`src/rtl/ctrl_sequencer.sv`:
```
`default_nettype none
// ============================================================================
// Module   : ctrl_sequencer
// Purpose  : Registered instruction-control unit. Decodes the opcode and
//            ALU-function fields into datapath controls one cycle after
//            acceptance. Adds a stall handshake, an r30 status-writeback
//            cycle on ALU overflow, and (optionally) a multi-cycle mul/div
//            wait with timeout.
// Revision : 1.0 - initial release
// Config   : CTRL_MULDIV_EN - when defined, mul/div support (MDWAIT state,
//            timeout counter, start pulses) is compiled in. When undefined,
//            functions 00110/00111 decode as NOP.
// Ports    : clk_i              rising-edge clock
//            rst_ni             asynchronous active-low reset
//            insn_valid_i       instruction fields valid (ignored when stalled)
//            opcode_i/alu_in_i  opcode / R-type function field
//            ovf_i              ALU overflow, watched after add/addi/sub
//            md_ready_i         mul/div result ready
//            md_exception_i     mul/div exception (qualified by md_ready_i)
//            stall_o            upstream must hold its instruction
//            ctrl_valid_o       controls valid this cycle
//            DMwe_o..ALUinB_o   single-bit datapath controls
//            Rt_o               register-select mode (00 R,01 I,10 JI,11 JII)
//            ALUop_o            ALU opcode
//            md_start_*_o       one-cycle mul/div start pulses
//            status_we_o        write rstatus_o into r30
//            rstatus_o          exception code (1 add,2 addi,3 sub,4 mul,5 div)
// ============================================================================
module ctrl_sequencer #(
  parameter int OPW        = 5,
  parameter int STATUS_W   = 32,
  parameter int MD_TIMEOUT = 40
) (
  input  logic                clk_i,
  input  logic                rst_ni,
  input  logic                insn_valid_i,
  input  logic [OPW-1:0]      opcode_i,
  input  logic [OPW-1:0]      alu_in_i,
  input  logic                ovf_i,
  input  logic                md_ready_i,
  input  logic                md_exception_i,
  output logic                stall_o,
  output logic                ctrl_valid_o,
  output logic                DMwe_o,
  output logic                Rwe_o,
  output logic                Rwd_o,
  output logic                Branch_o,
  output logic                Jump_o,
  output logic                jal_o,
  output logic                jr_o,
  output logic                ALUinB_o,
  output logic [1:0]          Rt_o,
  output logic [OPW-1:0]      ALUop_o,
  output logic                md_start_mult_o,
  output logic                md_start_div_o,
  output logic                status_we_o,
  output logic [STATUS_W-1:0] rstatus_o
);

  localparam logic [OPW-1:0] c_OP_RTYPE = OPW'(5'b00000);
  localparam logic [OPW-1:0] c_OP_J     = OPW'(5'b00001);
  localparam logic [OPW-1:0] c_OP_BNE   = OPW'(5'b00010);
  localparam logic [OPW-1:0] c_OP_JAL   = OPW'(5'b00011);
  localparam logic [OPW-1:0] c_OP_JR    = OPW'(5'b00100);
  localparam logic [OPW-1:0] c_OP_ADDI  = OPW'(5'b00101);
  localparam logic [OPW-1:0] c_OP_BLT   = OPW'(5'b00110);
  localparam logic [OPW-1:0] c_OP_SW    = OPW'(5'b00111);
  localparam logic [OPW-1:0] c_OP_LW    = OPW'(5'b01000);
  localparam logic [OPW-1:0] c_OP_SETX  = OPW'(5'b10101);
  localparam logic [OPW-1:0] c_OP_BEX   = OPW'(5'b10110);

  localparam logic [OPW-1:0] c_FN_ADD = OPW'(5'b00000);
  localparam logic [OPW-1:0] c_FN_SUB = OPW'(5'b00001);
  localparam logic [OPW-1:0] c_FN_AND = OPW'(5'b00010);
  localparam logic [OPW-1:0] c_FN_OR  = OPW'(5'b00011);
  localparam logic [OPW-1:0] c_FN_SLL = OPW'(5'b00100);
  localparam logic [OPW-1:0] c_FN_SRA = OPW'(5'b00101);
`ifdef CTRL_MULDIV_EN
  localparam logic [OPW-1:0] c_FN_MUL = OPW'(5'b00110);
  localparam logic [OPW-1:0] c_FN_DIV = OPW'(5'b00111);
  localparam int             c_CNT_W  = $clog2(MD_TIMEOUT);
`endif

  localparam logic [2:0] c_EXC_ADD  = 3'd1;
  localparam logic [2:0] c_EXC_ADDI = 3'd2;
  localparam logic [2:0] c_EXC_SUB  = 3'd3;
  localparam logic [2:0] c_EXC_MUL  = 3'd4;
  localparam logic [2:0] c_EXC_DIV  = 3'd5;

`ifdef CTRL_MULDIV_EN
  typedef enum logic [1:0] {ST_RUN = 2'd0, ST_EXC = 2'd1, ST_MDWAIT = 2'd2} state_e;
`else
  typedef enum logic [1:0] {ST_RUN = 2'd0, ST_EXC = 2'd1} state_e;
`endif

  typedef struct packed {
    logic           dmwe;
    logic           rwe;
    logic           rwd;
    logic           branch;
    logic           jump;
    logic           jal;
    logic           jr;
    logic           aluinb;
    logic [1:0]     rt;
    logic [OPW-1:0] aluop;
  } ctrl_t;

  state_e              state_q;
  ctrl_t               ctrl_q;
  logic                ctrl_valid_q;
  logic                status_we_q;
  logic [STATUS_W-1:0] rstatus_q;
  // Set for exactly the cycle following an add/addi/sub issue; ovf_code_q
  // remembers which of the three it was.
  logic                ovf_chk_q;
  logic [2:0]          ovf_code_q;

  ctrl_t               dec_d;
  logic [2:0]          dec_code_d;
  logic                dec_mul_d;
  logic                dec_div_d;
  logic                accept;

`ifdef CTRL_MULDIV_EN
  logic                start_mult_q;
  logic                start_div_q;
  logic                md_div_q;
  logic [c_CNT_W-1:0]  cnt_q;
`else
  logic                unused_md_inputs;
  assign unused_md_inputs = md_ready_i ^ md_exception_i;
`endif

  // Overflow stalls in the detection cycle itself so the instruction offered
  // alongside the faulting result is held rather than lost.
  assign stall_o = (state_q != ST_RUN) || (ovf_chk_q && ovf_i);
  assign accept  = insn_valid_i && !stall_o;

  always_comb begin
    dec_d      = '0;
    dec_code_d = 3'd0;
    dec_mul_d  = 1'b0;
    dec_div_d  = 1'b0;
    case (opcode_i)
      c_OP_RTYPE: begin
        case (alu_in_i)
          c_FN_ADD, c_FN_SUB, c_FN_AND, c_FN_OR, c_FN_SLL, c_FN_SRA: begin
            dec_d.rwe   = 1'b1;
            dec_d.aluop = alu_in_i;
          end
`ifdef CTRL_MULDIV_EN
          c_FN_MUL: begin
            dec_d.aluop = alu_in_i;
            dec_mul_d   = 1'b1;
          end
          c_FN_DIV: begin
            dec_d.aluop = alu_in_i;
            dec_div_d   = 1'b1;
          end
`endif
          default: ;
        endcase
        if (alu_in_i == c_FN_ADD)      dec_code_d = c_EXC_ADD;
        else if (alu_in_i == c_FN_SUB) dec_code_d = c_EXC_SUB;
      end
      c_OP_ADDI: begin
        dec_d.rt     = 2'b01;
        dec_d.rwe    = 1'b1;
        dec_d.aluinb = 1'b1;
        dec_code_d   = c_EXC_ADDI;
      end
      c_OP_SW: begin
        dec_d.dmwe   = 1'b1;
        dec_d.aluinb = 1'b1;
      end
      c_OP_LW: begin
        dec_d.rwe    = 1'b1;
        dec_d.rwd    = 1'b1;
        dec_d.aluinb = 1'b1;
      end
      c_OP_J: begin
        dec_d.rt   = 2'b10;
        dec_d.jump = 1'b1;
      end
      c_OP_JAL: begin
        dec_d.rt   = 2'b10;
        dec_d.jump = 1'b1;
        dec_d.jal  = 1'b1;
        dec_d.rwe  = 1'b1;
      end
      c_OP_JR: begin
        dec_d.rt   = 2'b11;
        dec_d.jump = 1'b1;
        dec_d.jr   = 1'b1;
      end
      c_OP_BNE, c_OP_BLT: begin
        dec_d.rt     = 2'b01;
        dec_d.branch = 1'b1;
      end
      c_OP_BEX: begin
        dec_d.rt     = 2'b10;
        dec_d.branch = 1'b1;
      end
      c_OP_SETX: begin
        dec_d.rt     = 2'b10;
        dec_d.rwe    = 1'b1;
        dec_d.aluinb = 1'b1;
      end
      default: ;
    endcase
  end

  always_ff @(posedge clk_i or negedge rst_ni) begin
    if (!rst_ni) begin
      state_q      <= ST_RUN;
      ctrl_q       <= '0;
      ctrl_valid_q <= 1'b0;
      status_we_q  <= 1'b0;
      rstatus_q    <= '0;
      ovf_chk_q    <= 1'b0;
      ovf_code_q   <= 3'd0;
`ifdef CTRL_MULDIV_EN
      start_mult_q <= 1'b0;
      start_div_q  <= 1'b0;
      md_div_q     <= 1'b0;
      cnt_q        <= '0;
`endif
    end else begin
      // Every output is a one-cycle event unless re-asserted below.
      ctrl_q       <= '0;
      ctrl_valid_q <= 1'b0;
      status_we_q  <= 1'b0;
      rstatus_q    <= '0;
      ovf_chk_q    <= 1'b0;
`ifdef CTRL_MULDIV_EN
      start_mult_q <= 1'b0;
      start_div_q  <= 1'b0;
`endif
      case (state_q)
        ST_RUN: begin
          if (ovf_chk_q && ovf_i) begin
            state_q      <= ST_EXC;
            ctrl_valid_q <= 1'b1;
            status_we_q  <= 1'b1;
            rstatus_q    <= STATUS_W'(ovf_code_q);
          end else if (accept) begin
            ctrl_q       <= dec_d;
            ctrl_valid_q <= 1'b1;
            ovf_chk_q    <= (dec_code_d != 3'd0);
            ovf_code_q   <= dec_code_d;
`ifdef CTRL_MULDIV_EN
            if (dec_mul_d || dec_div_d) begin
              state_q      <= ST_MDWAIT;
              cnt_q        <= '0;
              md_div_q     <= dec_div_d;
              start_mult_q <= dec_mul_d;
              start_div_q  <= dec_div_d;
            end
`endif
          end
        end
        ST_EXC: state_q <= ST_RUN;
`ifdef CTRL_MULDIV_EN
        ST_MDWAIT: begin
          // md_ready_i is checked before the timeout so a result arriving on
          // the last allowed cycle still completes normally.
          if (md_ready_i && !md_exception_i) begin
            state_q      <= ST_RUN;
            ctrl_valid_q <= 1'b1;
            ctrl_q.rwe   <= 1'b1;
            ctrl_q.aluop <= md_div_q ? c_FN_DIV : c_FN_MUL;
          end else if (md_ready_i || (cnt_q == c_CNT_W'(MD_TIMEOUT - 1))) begin
            state_q      <= ST_EXC;
            ctrl_valid_q <= 1'b1;
            status_we_q  <= 1'b1;
            rstatus_q    <= STATUS_W'(md_div_q ? c_EXC_DIV : c_EXC_MUL);
          end else begin
            cnt_q <= cnt_q + c_CNT_W'(1);
          end
        end
`endif
        default: state_q <= ST_RUN;
      endcase
    end
  end

  assign ctrl_valid_o = ctrl_valid_q;
  assign DMwe_o       = ctrl_q.dmwe;
  assign Rwe_o        = ctrl_q.rwe;
  assign Rwd_o        = ctrl_q.rwd;
  assign Branch_o     = ctrl_q.branch;
  assign Jump_o       = ctrl_q.jump;
  assign jal_o        = ctrl_q.jal;
  assign jr_o         = ctrl_q.jr;
  assign ALUinB_o     = ctrl_q.aluinb;
  assign Rt_o         = ctrl_q.rt;
  assign ALUop_o      = ctrl_q.aluop;
  assign status_we_o  = status_we_q;
  assign rstatus_o    = rstatus_q;
`ifdef CTRL_MULDIV_EN
  assign md_start_mult_o = start_mult_q;
  assign md_start_div_o  = start_div_q;
`else
  assign md_start_mult_o = 1'b0;
  assign md_start_div_o  = 1'b0;
`endif

endmodule
`default_nettype wire

```
`config.mk`:
```
export PLATFORM = sky130hd
export DESIGN_NAME = ctrl_sequencer
export DESIGN_NICKNAME = d
export VERILOG_FILES = /design/src/rtl/ctrl_sequencer.sv
export SDC_FILE = /design/constraint.sdc
export NUM_CORES = 1
export LEC_CHECK = 0
export ABC_AREA = 0
export CAP_MARGIN = 20
export CORE_MARGIN = 5
export CORE_UTILIZATION = 41
export CTS_CLUSTER_DIAMETER = 50
export DETAILED_ROUTE_END_ITERATION = 8
export PLACE_DENSITY = 0.85
export SYNTH_ARGS = -nofsm -noshare
export SYNTH_HDL_FRONTEND = slang
export SYNTH_SLANG_ARGS = --single-unit
```
`constraint.sdc`:
```
create_clock -name clk_i -period 2.6 [get_ports clk_i]
set_input_delay 0.52 -clock clk_i [delete_from_list [all_inputs] [get_ports clk_i]]
set_output_delay 0.52 -clock clk_i [all_outputs]
set_load 0.05 [all_outputs]
```
Word-level counts from Yosys, hierarchy flattened:

Cells that the tools add are included.

* equality and inequality tests: 16
* multiplexer cells: 30
* bitwise operators: 1
* reductions and logical operators: 17

Operators with widths (number)
* 2-to-1 mux 15 bit: 3
* == test 5 x 3 -> 1 bit, second input constant: 6
* == test 5 x 2 -> 1 bit, second input constant: 4
* 2-to-1 mux 1 bit: 16
* OR reduction 4 bit: 3
* == test 5 x 1 -> 1 bit, second input constant: 2
* == test 5 bit, second input constant: 2
* logical NOT 5 bit: 2
* 2-to-1 mux 5 bit: 2
* 2-to-1 mux 3 bit: 3
* OR reduction 3 bit: 3
* 2-to-1 mux 2 bit: 3
* one-hot mux 2 bit (3 select lines): 1
* one-hot mux 3 bit (2 select lines): 1
* OR reduction 6 bit: 1
* == test 5 x 4 -> 1 bit, second input constant: 1
* AND reduction 3 bit: 1
* nonzero test 3 bit: 1
* logical AND 1 bit: 2
* logical NOT 2 bit: 1
* inequality test 2 bit, second input constant: 1
* one-hot mux 1 bit (2 select lines): 1
* nonzero test 2 bit: 1
* logical NOT 1 bit: 1
* other kinds (2): 2

* register bits after elaboration: 55
* input port bits: 16
* output and inout bits: 52
* word-level logic and storage cells: 80

Depth between registers and ports, before layout:

Gate-level depths: netlist of run 1.

* depth in word-level cells: 8
* gate-level depth with buffers: 4
* gate-level depth less buffers: 3

Least setup slack after synthesis of run 1:

Ideal clock, no wire load.

* path type: input to output
* start: in ovf_i
* end: out stall_o
* data arrival time: 1020 ps
* path slack: 1060 ps
* cell stages on the path: 2
* cells stage by stage: nand2_1 nand2b_1

* cells in the longest elaborated chain, start to end: 2

Ends and longest elaborated chain
* from (decl): line 39 `input logic ovf_i,`
* logical AND 1 bit: line 137 `assign stall_o = (state_q != ST_RUN) || (ovf_chk_q && ovf_i);`
* logical OR 1 bit: line 137
* to (decl): line 42 `output logic stall_o,`

Every way passes these cells.

Worst setup path in the final report of run 1:

Ends and elaborated chain as after synthesis.

==> flow_metrics.py, run 1 <==
metrics = {
    "setup_path": {
        "crit_path_end_kind": "output port",
        "crit_chain": "clkdlybuf4s50_1 -> nand2_1 -> nand2b_1 -> buf_12",
        "worstPathArrival_ns": 1.54,
        "cp.required_ns": 2.08,
        "cp_max_fo": 7,
        "max_stage_delay_ns": 0.54,
        "critPathSlowestCell": "clkdlybuf4s50_1",
        "critPathKind": "in2out",
        "startpoint_type": "primary input",
    },
    "routing": {
        "route.detailed.drc": 0,
        "routed_wl_um": 2190,
        "viasPerCell": 4.53,
        "dr.pass1.iters": 4,
        "drt_iter0_drc": 14,
        "dr_total_vias": 824,
        "drtAntennaViolNets": 0,
        "routedWlPerCell_um": 12.0,
    },
    "sta": {
        "relSlewSlack_pct": 66.6,
        "tns_ns": 0,
        "finalHoldViolations": 0,
        "setup_slack_ns": 0.538,
        "finClkSkew_ns": 0.000554,
        "slew_viol_final": 0,
        "worst_pin_slew_ns": 0.500,
        "finalCriticalPeriod_ns": 2.06,
        "setup_viol": 0,
        "finalCritPeriodShare_pct": 79.3,
        "whs_ns": 0.497,
        "rsz0062_at_grt": "no",
        "clock.fmax_mhz": 485,
    },
    "placed_design": {
        "place.gp.congestion": 0.739,
        "dp_cells": 177,
        "portBuffers": 33,
        "preCtsSetupSlack_ns": 0.536,
        "dp_hpwl_um": 1790,
        "place_area_mm2": 0.00145,
    },
    "floorplanning": {
        "dieArea_mm2": 0.00418,
        "row_count": 19,
        "die_h_um": 64.7,
        "start_util_pct": 43.7,
        "coreArea_mm2": 0.00281,
        "num_io_pins": 68,
        "die_w_um": 64.7,
    },
    "final_layout": {
        "insertedDiodeCount": 0,
        "final_area_mm2": 0.00149,
        "nets": 168,
        "fillerInstances": 258,
        "utilization_pct": 53.0,
        "multi_input_area_um2": 472,
        "mostFrequentLayoutCells": "conb_1 (34), clkdlybuf4s50_1 (32), dfrtp_1 (23), nor2_1 (7), inv_1 (5)",
        "layout_commonest_cell": "conb_1",
        "ff_latch_area_um2": 576,
        "area_growth_pct": 21.2,
        "drive_gt1_share_pct": 7.95,
        "fin_cells": 182,
    },
    "global_routing": {
        "grt_pass1_vias": 801,
        "grt_pass1_wl_um": 3430,
        "grt_overflow": 0,
        "grt_start_max_net_pins": 24,
        "global_route.usage.total_pct": 10.6,
        "antenna_found_initial": 0,
    },
    "synthesis": {
        "synth_cell_types": 30,
        "netlist.top_cell.by_area": "dfrtp_1",
        "syn_inst": 117,
        "syn_area_mm2": 0.00123,
        "ys_ff_latch": 23,
        "yosysSeqAreaShare_pct": 46.9,
        "yosysTopAreaCellShare_pct": 46.9,
        "syn_area_per_cell_um2": 10.5,
        "netlist_top_cells_area": "dfrtp_1 (47%), buf_4 (20%), buf_6 (2.8%)",
        "synth_warnings": 0,
    },
    "cts": {
        "clk_pin_slew_ns": 0.11,
        "clock-sinks": 23,
        "clockBufferDepth": 2,
        "postCtsSetupBuffers": 0,
        "cts-root-buf": "clkbuf_4",
        "clk_latency_ns": 0.30,
        "post_cts_resized": 0,
        "cts_buffers": 3,
        "postCtsHoldBufs": 0,
        "cts-htree-levels": 1,
        "tritoncts": "yes",
    },
    "outcome": {
        "run_status": "completed",
    },
    "power_and_ir_drop": {
        "total_power_mw": 0.725,
        "p_leak_nw": 0.729,
        "powerDensity_mw_per_mm2": 488,
        "ir_drop_uv": 168,
    },
    "min_path": {
        "hp-class": "in2async",
    },
    "flow_run": {
        "maxCapViolCount": 0,
    },
}
## synthesized netlist by cell type, drive strengths merged
library cell and instances:
buf 37, dfrtp 23, nor2 7, inv 5, a21oi 4, nand2 4
nand2b 4, nor3 4, o21ai 4, nand3 3, nand4 3, and2 2
and3b 2, nand3b 2, nor2b 2, nor4b 2, and3 1, and4 1
and4bb 1, conb 1, mux2 1, nor4 1, o2111ai 1, o221ai 1
xnor2 1
## final timing paths
check                              startpoint      endpoint  slack, ns  cells after the start
worst max-delay path                    ovf_i       stall_o       0.54                      4
worst min-delay path                   rst_ni  ctrl_valid_o       0.50                      1
worst max register to register     state_q[0]          jr_o       1.30                      3
worst min register to register  ovf_code_q[0]  rstatus_o[0]       0.52                      2
max in group asynchronous              rst_ni        Jump_o       1.67                      2
min in group clk_i              ovf_code_q[0]  rstatus_o[0]       0.52                      2
## registers in the layout (all words and copies together) (netlist names)
name,flops
Jump_o,1
ovf_code_q,2
jal_o,1
ctrl_valid_o,1
rstatus_o,2
DMwe_o,1
Rt_o,2
Rwd_o,1
ALUop_o,5
Branch_o,1
Rwe_o,1
ovf_chk_q,1
ALUinB_o,1
state_q,1
status_we_o,1
jr_o,1
## area by class of cell
type / instances / share of cell area, %
Clock buffer: 4 / 1.77
Inverter: 5 / 1.26
Multi-Input combinational cell: 85 / 31.7
Sequential cell: 23 / 38.7
Tap cell: 31 / 2.61
Timing Repair Buffer: 34 / 23.9
## per-layer routing
layer | GRT usage [%] | routed length (µm) | up-vias | part of all wire (%)
met5 | 0 | 0 | - | 0
met4 | 4.75 | 9 | 0 | 0.41
met3 | 4.32 | 310 | 2 | 14
met2 | 17.8 | 1000 | 55 | 46
met1 | 11.7 | 866 | 377 | 40
li1 | - | - | 390 | -
## cell families (layout without fill, tap and decap cells)
group / after synthesis / count (layout) / synth area share [%]
compound gates: 10 / 10 / 5.51
buf+inv: 42 / 43 / 24.7
simple gates: 39 / 39 / 20.9
xor+xnor: 1 / 1 / 0.714
other cells: 1 / 34 / 0.306
mux: 1 / 1 / 0.918
flops: 23 / 23 / 46.9
## report_power, final
group | switching (mW) | internal [mW]
combinational | 0.160 | 0.0425
clock | 0.0969 | 0.0598
sequential | 0.00197 | 0.364
## worst max-delay path: cells and delay by family
family	cells	cell delay (ns)
and+or+nand+nor	2	0.34
buffers and inverters	2	0.69
Note: power is estimated with default switching activity, not from simulation.
==> inputs of run 2 (changes only) <==
--- a/config.mk
+++ b/config.mk
@@ -8,10 +8,10 @@
 export ABC_AREA = 0
 export CAP_MARGIN = 20
 export CORE_MARGIN = 5
-export CORE_UTILIZATION = 41
+export CORE_UTILIZATION = 34
 export CTS_CLUSTER_DIAMETER = 50
 export DETAILED_ROUTE_END_ITERATION = 8
-export PLACE_DENSITY = 0.85
+export PLACE_DENSITY = 0.75
 export SYNTH_ARGS = -nofsm -noshare
 export SYNTH_HDL_FRONTEND = slang
 export SYNTH_SLANG_ARGS = --single-unit
==> constraint.sdc (replaced) <==
create_clock -name clk_i -period 1.7 [get_ports clk_i]
set_input_delay 0.34 -clock clk_i [delete_from_list [all_inputs] [get_ports clk_i]]
set_output_delay 0.34 -clock clk_i [all_outputs]
set_load 0.05 [all_outputs]
==> run 2 against run 1 <==
- critical path depth unchanged
- first-iteration DRC count increased to 2.5 times the previous value
- power rose by 52%
- sequential share of layout area shrank 0.61 points
- hold slack worse by 0.11 ns
- utilization down 8.8 points
- global-route usage decreased by 1.7 points
- via count decreased by 0.61%
- clock-buffer cell count stayed put
- critical endpoint unchanged
==> flow_metrics.py, run 2 (synthesis results as in run 1) <==
metrics = {
    "cts": {
        "clock-sinks": 23,
        "postCtsHoldBufs": 0,
        "post_cts_resized": 0,
        "cts-root-buf": "clkbuf_4",
        "clockBufferDepth": 2,
        "cts_buffers": 3,
        "postCtsSetupBuffers": 0,
        "tritoncts": "yes",
        "cts-htree-levels": 1,
        "clk_latency_ns": 0.29,
        "clk_pin_slew_ns": 0.11,
    },
    "final_layout": {
        "mostFrequentLayoutCells": "conb_1 (34), buf_4 (28), dfrtp_1 (23), clkdlybuf4s50_1 (13), nor2_1 (7)",
        "layout_commonest_cell": "conb_1",
        "nets": 176,
        "insertedDiodeCount": 0,
        "largest_register_ffs": 5,
        "drive_gt1_share_pct": 24.5,
        "fillerInstances": 331,
        "multi_input_area_um2": 472,
        "fin_cells": 205,
        "ff_latch_area_um2": 576,
        "area_growth_pct": 23.2,
    },
    "routing": {
        "drt_iter0_drc": 35,
        "drtAntennaViolNets": 0,
        "dr.pass1.iters": 4,
        "dr_total_vias": 819,
        "viasPerCell": 4.00,
        "routed_wl_um": 2100,
        "route.detailed.drc": 0,
        "routedWlPerCell_um": 10.2,
    },
    "setup_path": {
        "cp.required_ns": 1.36,
        "r2r_start": "state_q[0]",
        "cp_max_fo": 3,
        "crit_buf_inv": 2,
        "cp_top_family": "buffers and inverters",
        "startpoint_type": "primary input",
        "critPathSlowestCell": "clkdlybuf4s50_1",
        "max_stage_delay_ns": 0.54,
        "critPathKind": "in2out",
        "crit_path_start": "ovf_i",
        "worstPathArrival_ns": 1.23,
        "crit_chain": "clkdlybuf4s50_1 -> nand2_1 -> nand2b_1 -> buf_12",
        "crit_path_end_kind": "output port",
    },
    "placed_design": {
        "dp_cells": 201,
        "portBuffers": 33,
        "place.gp.congestion": 0.779,
        "dp_hpwl_um": 1820,
    },
    "global_routing": {
        "grt_pass1_wl_um": 3640,
        "grt_overflow": 0,
        "antenna_found_initial": 0,
        "grt_start_max_net_pins": 24,
        "grt_pass1_vias": 821,
        "global_route.usage.total_pct": 8.89,
        "busiest_layer": "met2",
        "grt_use_met2_pct": 14.9,
        "use_met1_pct": 10.3,
        "met3_usage_pct": 4.30,
    },
    "sta": {
        "rsz0062_at_grt": "no",
        "finalCriticalPeriod_ns": 1.57,
        "tns_ns": 0,
        "clock.fmax_mhz": 636,
        "finalCritPeriodShare_pct": 92.4,
        "finClkSkew_ns": 0.00761,
        "slew_viol_final": 0,
        "finalHoldViolations": 0,
        "setup_viol": 0,
        "whs_ns": 0.388,
    },
    "power_and_ir_drop": {
        "powerDensity_mw_per_mm2": 731,
        "ir_drop_uv": 229,
        "p_leak_nw": 0.799,
    },
    "floorplanning": {
        "die_h_um": 70.1,
        "num_io_pins": 68,
        "start_util_pct": 35.9,
        "die_w_um": 70.1,
        "dieArea_mm2": 0.00491,
        "coreArea_mm2": 0.00342,
        "row_count": 21,
    },
    "outcome": {
        "run_status": "completed",
    },
    "flow_run": {
        "maxCapViolCount": 0,
    },
    "min_path": {
        "hp-class": "in2async",
    },
}
## run 2: changes by cell type in the layout (fill, tap and decap cells not counted), sizes merged
cell | previous run | this run
clkdlybuf4s50 | 32 | 13
buf | 2 | 29
## run 2: layout make-up
class | count | share of cell area [%]
clock buffers | 4 | 1.74
inverters | 5 | 1.24
multi-input cells | 85 | 31.2
flip-flops and latches | 23 | 38.1
well taps | 46 | 3.81
repair buffers | 42 | 23.9
## run 2: final timing paths
path | endpoint | depth (start not counted) | slack [ns]
min in group clk_i | rstatus_o[0] | 2 | 0.52
max in group asynchronous | jr_o | 2 | 1.09
max reg2reg | jr_o | 3 | 0.42
min reg2reg | rstatus_o[0] | 2 | 0.52
min | rstatus_o[1] | 2 | 0.39
max | stall_o | 4 | 0.13
## run 2: through the flow
stage | utilization, % | setup WS [ns] | power (mW) | area [µm²]
2_1_floorplan | - | 0.451 | 0.867 | 1350
3_3_place_gp | 43.4 | 0.0428 | 0.882 | 1480
3_5_place_dp | 43.4 | 0.00834 | 0.885 | 1480
4_1_cts | 44.2 | 0.132 | 1.11 | 1510
5_1_grt | 44.2 | 0.0382 | 1.17 | 1510
6_report | 44.2 | 0.129 | 1.10 | 1510
## run 2: power breakdown
group	total, mW	leakage, nW	internal [mW]	switching (mW)
Combinational	0.316	0.471	0.0707	0.246
Clock	0.228	0.0150	0.0911	0.137
Sequential	0.560	0.313	0.557	0.00306
## run 2: per-layer routing
metal / up-vias / share of wire, %
li1: 404 / -
met1: 369 / 40
met2: 44 / 46
met3: 2 / 14
met4: 0 / 0.33
met5: - / 0
==> RTL change 1 (flow settings as in run 1) <==
Reset style: synchronous (`rst_ni`), changed in one clocked block. Comments in the files are not updated.
--- a/src/rtl/ctrl_sequencer.sv
+++ b/src/rtl/ctrl_sequencer.sv
@@ -211,7 +211,7 @@
     endcase
   end
 
-  always_ff @(posedge clk_i or negedge rst_ni) begin
+  always_ff @(posedge clk_i) begin
     if (!rst_ni) begin
       state_q      <= ST_RUN;
       ctrl_q       <= '0;
Formal check against the unedited RTL: differs if rst_ni is asserted again (counterexample within 4 cycles, from zero or initial values and one cycle with rst_ni low); with rst_ni held inactive, the same outputs for 10 cycles.
==> RTL change 1 against run 1 <==
Critical path depth down 3; area after synthesis down 6.1%; core utilization down 0.68 points; critical endpoint is now ALUop_o[2]; hold slack worse by 10 ps; wire length up 4.3%; via count up 12%; sequential cell count unchanged; power down 0.76%; critical path type is now flip-flop to output port; worst setup slack better by 89 ps; final area down 3.8%; maximum frequency up 4.5%.
==> RTL change 1: results (changes against run 1) <==
global_routing:
  grt_pass1_vias: 889  # was 801
  grt_pass1_wl_um: 3660  # was 3430 um
  grt_max_degree: 14  # was 24
  groute.usage.overall_pct: 11.2  # was 10.6%
cells_and_area:
  drive_above_1_share_pct: 6.75  # was 7.95%
  fill_cells: 231  # was 258
  layout.nets: 180  # was 168
power:
  p_clk_share_pct: 22.2  # was 21.6%
  p_leak_uw: 0.000585  # was 0.000729 uW
  peakVddDrop_v: 0.000358  # was 0.000168 V
  power_uw: 720  # was 725 uW
  p_sw_share_pct: 36.2  # was 35.7%
logic_synthesis:
  seq_area_frac_synth_pct: 40.0  # was 46.9%
  synth_mux_area_share_pct: 0.870  # was 0.918%
  synth-xor-area-share_pct: 0.761  # was 0.714%
  synthTopCellsByArea: "dfxtp_1 40%, buf_4 22%, nor2_1 2.6%"  # was dfrtp_1 47%, buf_4 20%, buf_6 2.8%
  synth_compound_area_share_pct: 12.3  # was 5.51%
  yosys-top-cells-count: "33 x buf_4, 23 x dfxtp_1, 8 x nor2_1"  # was 32 x buf_4, 23 x dfrtp_1, 7 x nor2_1
  synth_cell_types: 37  # was 30
  synth_cells: 127  # was 117
timing:
  fin_crit_sh_pct: 75.9  # was 79.3%
  holdWs_ps: 487  # was 497 ps
  skew_ps: 2.22  # was 0.554 ps
setup_path:
  max_stage_delay_ps: 800  # was 540 ps
  crit_path_end: "ALUop_o[2]"  # was stall_o
  critical_path.max_fanout: 1  # was 7
  r2r_setup_slack_ps: 1090  # was 1300 ps
  startpoint: "ALUop_o[2]"  # was ovf_i
  worstPathArrival_ps: 1450  # was 1540 ps
  r2r-end: "Rt_o[0]"  # was jr_o
  r2r-start: "state_q[0]"  # unchanged
placed_design:
  placed_cells: 190  # was 177
  dp_slack_ps: 407  # was 536 ps
  routabilityCongestion: 0.714  # was 0.739
worst_hold_path:
  holdCritPathClass: "flip-flop to flip-flop"  # was input port to asynchronous set/reset pin
  whs_endpoint: "ovf_code_q[0]"
route:
  routed_wl_um: 2280  # was 2190 um
  drt-vias-per-instance: 4.75  # was 4.53
run_status:
  status: "completed"  # unchanged
-- RTL change 1: cell types whose count changed after synthesis, sizes merged, moves of 3 or more --
cell / run 1 / this run
or3: 0 / 3
nand2b: 4 / 1
dfrtp: 23 / 0
o21ai: 4 / 1
nor4: 1 / 4
dfxtp: 0 / 23
nand2: 4 / 7
-- RTL change 1: kinds of logic after synthesis --
family,after synthesis
AO/OA/AOI/OAI,17
XOR/XNOR,1
flip-flops,23
buffers and inverters,44
AND/OR/NAND/NOR,40
multiplexers,1
other,1
-- RTL change 1: cell type report --
cell class / instances / area share (%)
well taps: 31 / 2.71
multi-input cells: 93 / 36.0
repair buffers: 36 / 25.4
clock buffers: 4 / 1.84
flip-flops and latches: 23 / 32.2
inverters: 7 / 1.84
-- RTL change 1: metal layers --
layer  track usage, %  share of wire, %  up-vias
met2             19.7                50       65
met3             3.24                13        7
met1             11.6                35      414
met4             6.37               2.5        0
met5                0                 0        -
li1                 -                 -      435
==> RTL change 2 (config.mk and constraints of run 1) <==
Without the edit above. Set the parameter `OPW` to 6 (it was 5).
--- a/src/rtl/ctrl_sequencer.sv
+++ b/src/rtl/ctrl_sequencer.sv
@@ -27,7 +27,7 @@
 //            rstatus_o          exception code (1 add,2 addi,3 sub,4 mul,5 div)
 // ============================================================================
 module ctrl_sequencer #(
-  parameter int OPW        = 5,
+  parameter int OPW        = 6,
   parameter int STATUS_W   = 32,
   parameter int MD_TIMEOUT = 40
 ) (
Interface: changed (resized ALUop_o, alu_in_i and opcode_i); port bits go from 68 to 71. No check against the original RTL was run, so the function may have changed too.
==> RTL change 2 against run 1 <==
Wire length is 3.7% higher; worst setup slack better by 4.1 ps; area after synthesis is 0.71% higher; final area is 6.1% higher; power is 15% higher; largest cell class unchanged; sequential cell count is 1 higher.
==> RTL change 2: results (changes against run 1) <==
run_status:
  status: "completed"  # unchanged
logic_synthesis:
  synthTopCellsByArea: "dfrtp_1 49%, buf_4 19%, nor3_1 2.4%"  # was dfrtp_1 47%, buf_4 20%, buf_6 2.8%
  seq_area_frac_synth_pct: 48.6  # was 46.9%
  yosys-top-cells-count: "32 x buf_4, 24 x dfrtp_1, 7 x nor2_1"  # was 32 x buf_4, 23 x dfrtp_1, 7 x nor2_1
  synth_cell_types: 33  # was 30
  postSynthAreaPerCell_um2: 10.4  # was 10.5 um2
cells_and_area:
  largest_reg_flops: 6  # was 5
  fill_cells: 262  # was 258
  layout.nets: 177  # was 168
  num_antenna_cells: 0  # unchanged
  final_cell_count_no_fill: 191  # was 182
  drive_above_1_share_pct: 6.96  # was 7.95%
cts:
  root_buffer: "clkbuf_4"  # unchanged
  post-cts-setup-buffer-count: 0  # unchanged
  cts_made_buffers: 3  # unchanged
  cts_resized: 0  # unchanged
  clockBufferDepth: 2  # unchanged
  htreeDepth: 1  # unchanged
placed_design:
  routabilityCongestion: 0.838  # was 0.739
  port_buffers: 36  # was 33
  dp_hpwl_um: 1910  # was 1790 um
timing:
  tightest_slew_ps: 503  # was 500 ps
  skew_ps: 5.11  # was 0.554 ps
setup_path:
  critical_path.max_fanout: 11  # was 7
  critPathSlowestCell: "clkdlybuf4s50_1"  # unchanged
  max_stage_delay_ps: 450  # was 540 ps
  r2r-start: "state_q[0]"  # unchanged
route:
  drt-vias-per-instance: 4.53  # about the same
  drtIter0Drc: 33  # was 14
  routedWlPerCell_um: 11.9  # was 12.0 um
global_routing:
  use_met3_pct: 2.95  # was 4.32%
  grt_pass1_wl_um: 3620  # was 3430 um
  use_met1_pct: 12.8  # was 11.7%
  grt_max_degree: 25  # was 24
  busiest_layer: "met2"  # unchanged
  grt_pass1_vias: 816  # was 801
  grtUsageMet2_pct: 18.9  # was 17.8%
  groute.usage.overall_pct: 10.7  # was 10.6%
power:
  peakVddDrop_v: 0.000175  # was 0.000168 V
  p_leak_uw: 0.000749  # was 0.000729 uW
worst_hold_path:
  min-delay-start: "ovf_code_q[1]"
  holdCritPathClass: "flip-flop to flip-flop"  # was input port to asynchronous set/reset pin
RTL change 2: report_power, final:
group | switching, uW | internal [uW] | leakage [uW]
sequential | 1.96 | 380 | 0.000324
clock | 98.0 | 156 | 0.0000279
combinational | 159 | 42.4 | 0.000397
RTL change 2: metrics by stage:
stage / hold WS, ps / instance area [um2] / worst slack (ps) / total power [uW]
final: 494 / 1580 / 542 / 837
after global routing: 532 / 1580 / 472 / 875
after CTS: 498 / 1580 / 529 / 845
after detailed placement: 468 / 1520 / 531 / 589
after global placement: 471 / 1520 / 560 / 587
after floorplan: 224 / 1360 / 989 / 574
RTL change 2: logic make-up after synthesis:
kind of cell,after synthesis,share of synthesized area (%)
and+or+nand+nor,40,21.3
AOI/OAI and AO/OA,11,5.88
DFF,24,48.6
buffers and inverters,41,22.4
other,1,0.304
muxes,1,0.811
xor gates and xnor gates,1,0.709
RTL change 2: path summary, 6_finish.rpt:
| kind | slack [ps] | cells past startpoint | end |
|---|---|---|---|
| max in group asynchronous | 1830 | 2 | DMwe_o |
| worst min register to register | 490 | 1 | rstatus_o[1] |
| min in group asynchronous | 550 | 2 | ctrl_valid_o |
| worst max register to register | 1160 | 3 | Rwe_o |
| worst max-delay path | 540 | 4 | stall_o |
| worst min-delay path | 490 | 1 | rstatus_o[1] |
RTL change 2: layer usage:
metal | wire length (um) | vias up | share of wire [%]
met5 | 0 | - | 0
met4 | 6 | 0 | 0.26
met3 | 317 | 4 | 14
met2 | 1110 | 59 | 49
met1 | 839 | 388 | 37
li1 | - | 414 | -
RTL change 2: layout make-up:
cell class                 count  area (um2)  share of cell area, %
multi-input combinational     88         485                   30.8
sequential                    24         601                   38.1
timing repair buffer          37         378                   24.0
clock inverter                 1        30.0                   1.90
inverter                       5        18.8                   1.19
tap                           33        41.3                   2.62
clock buffer                   3        22.5                   1.43
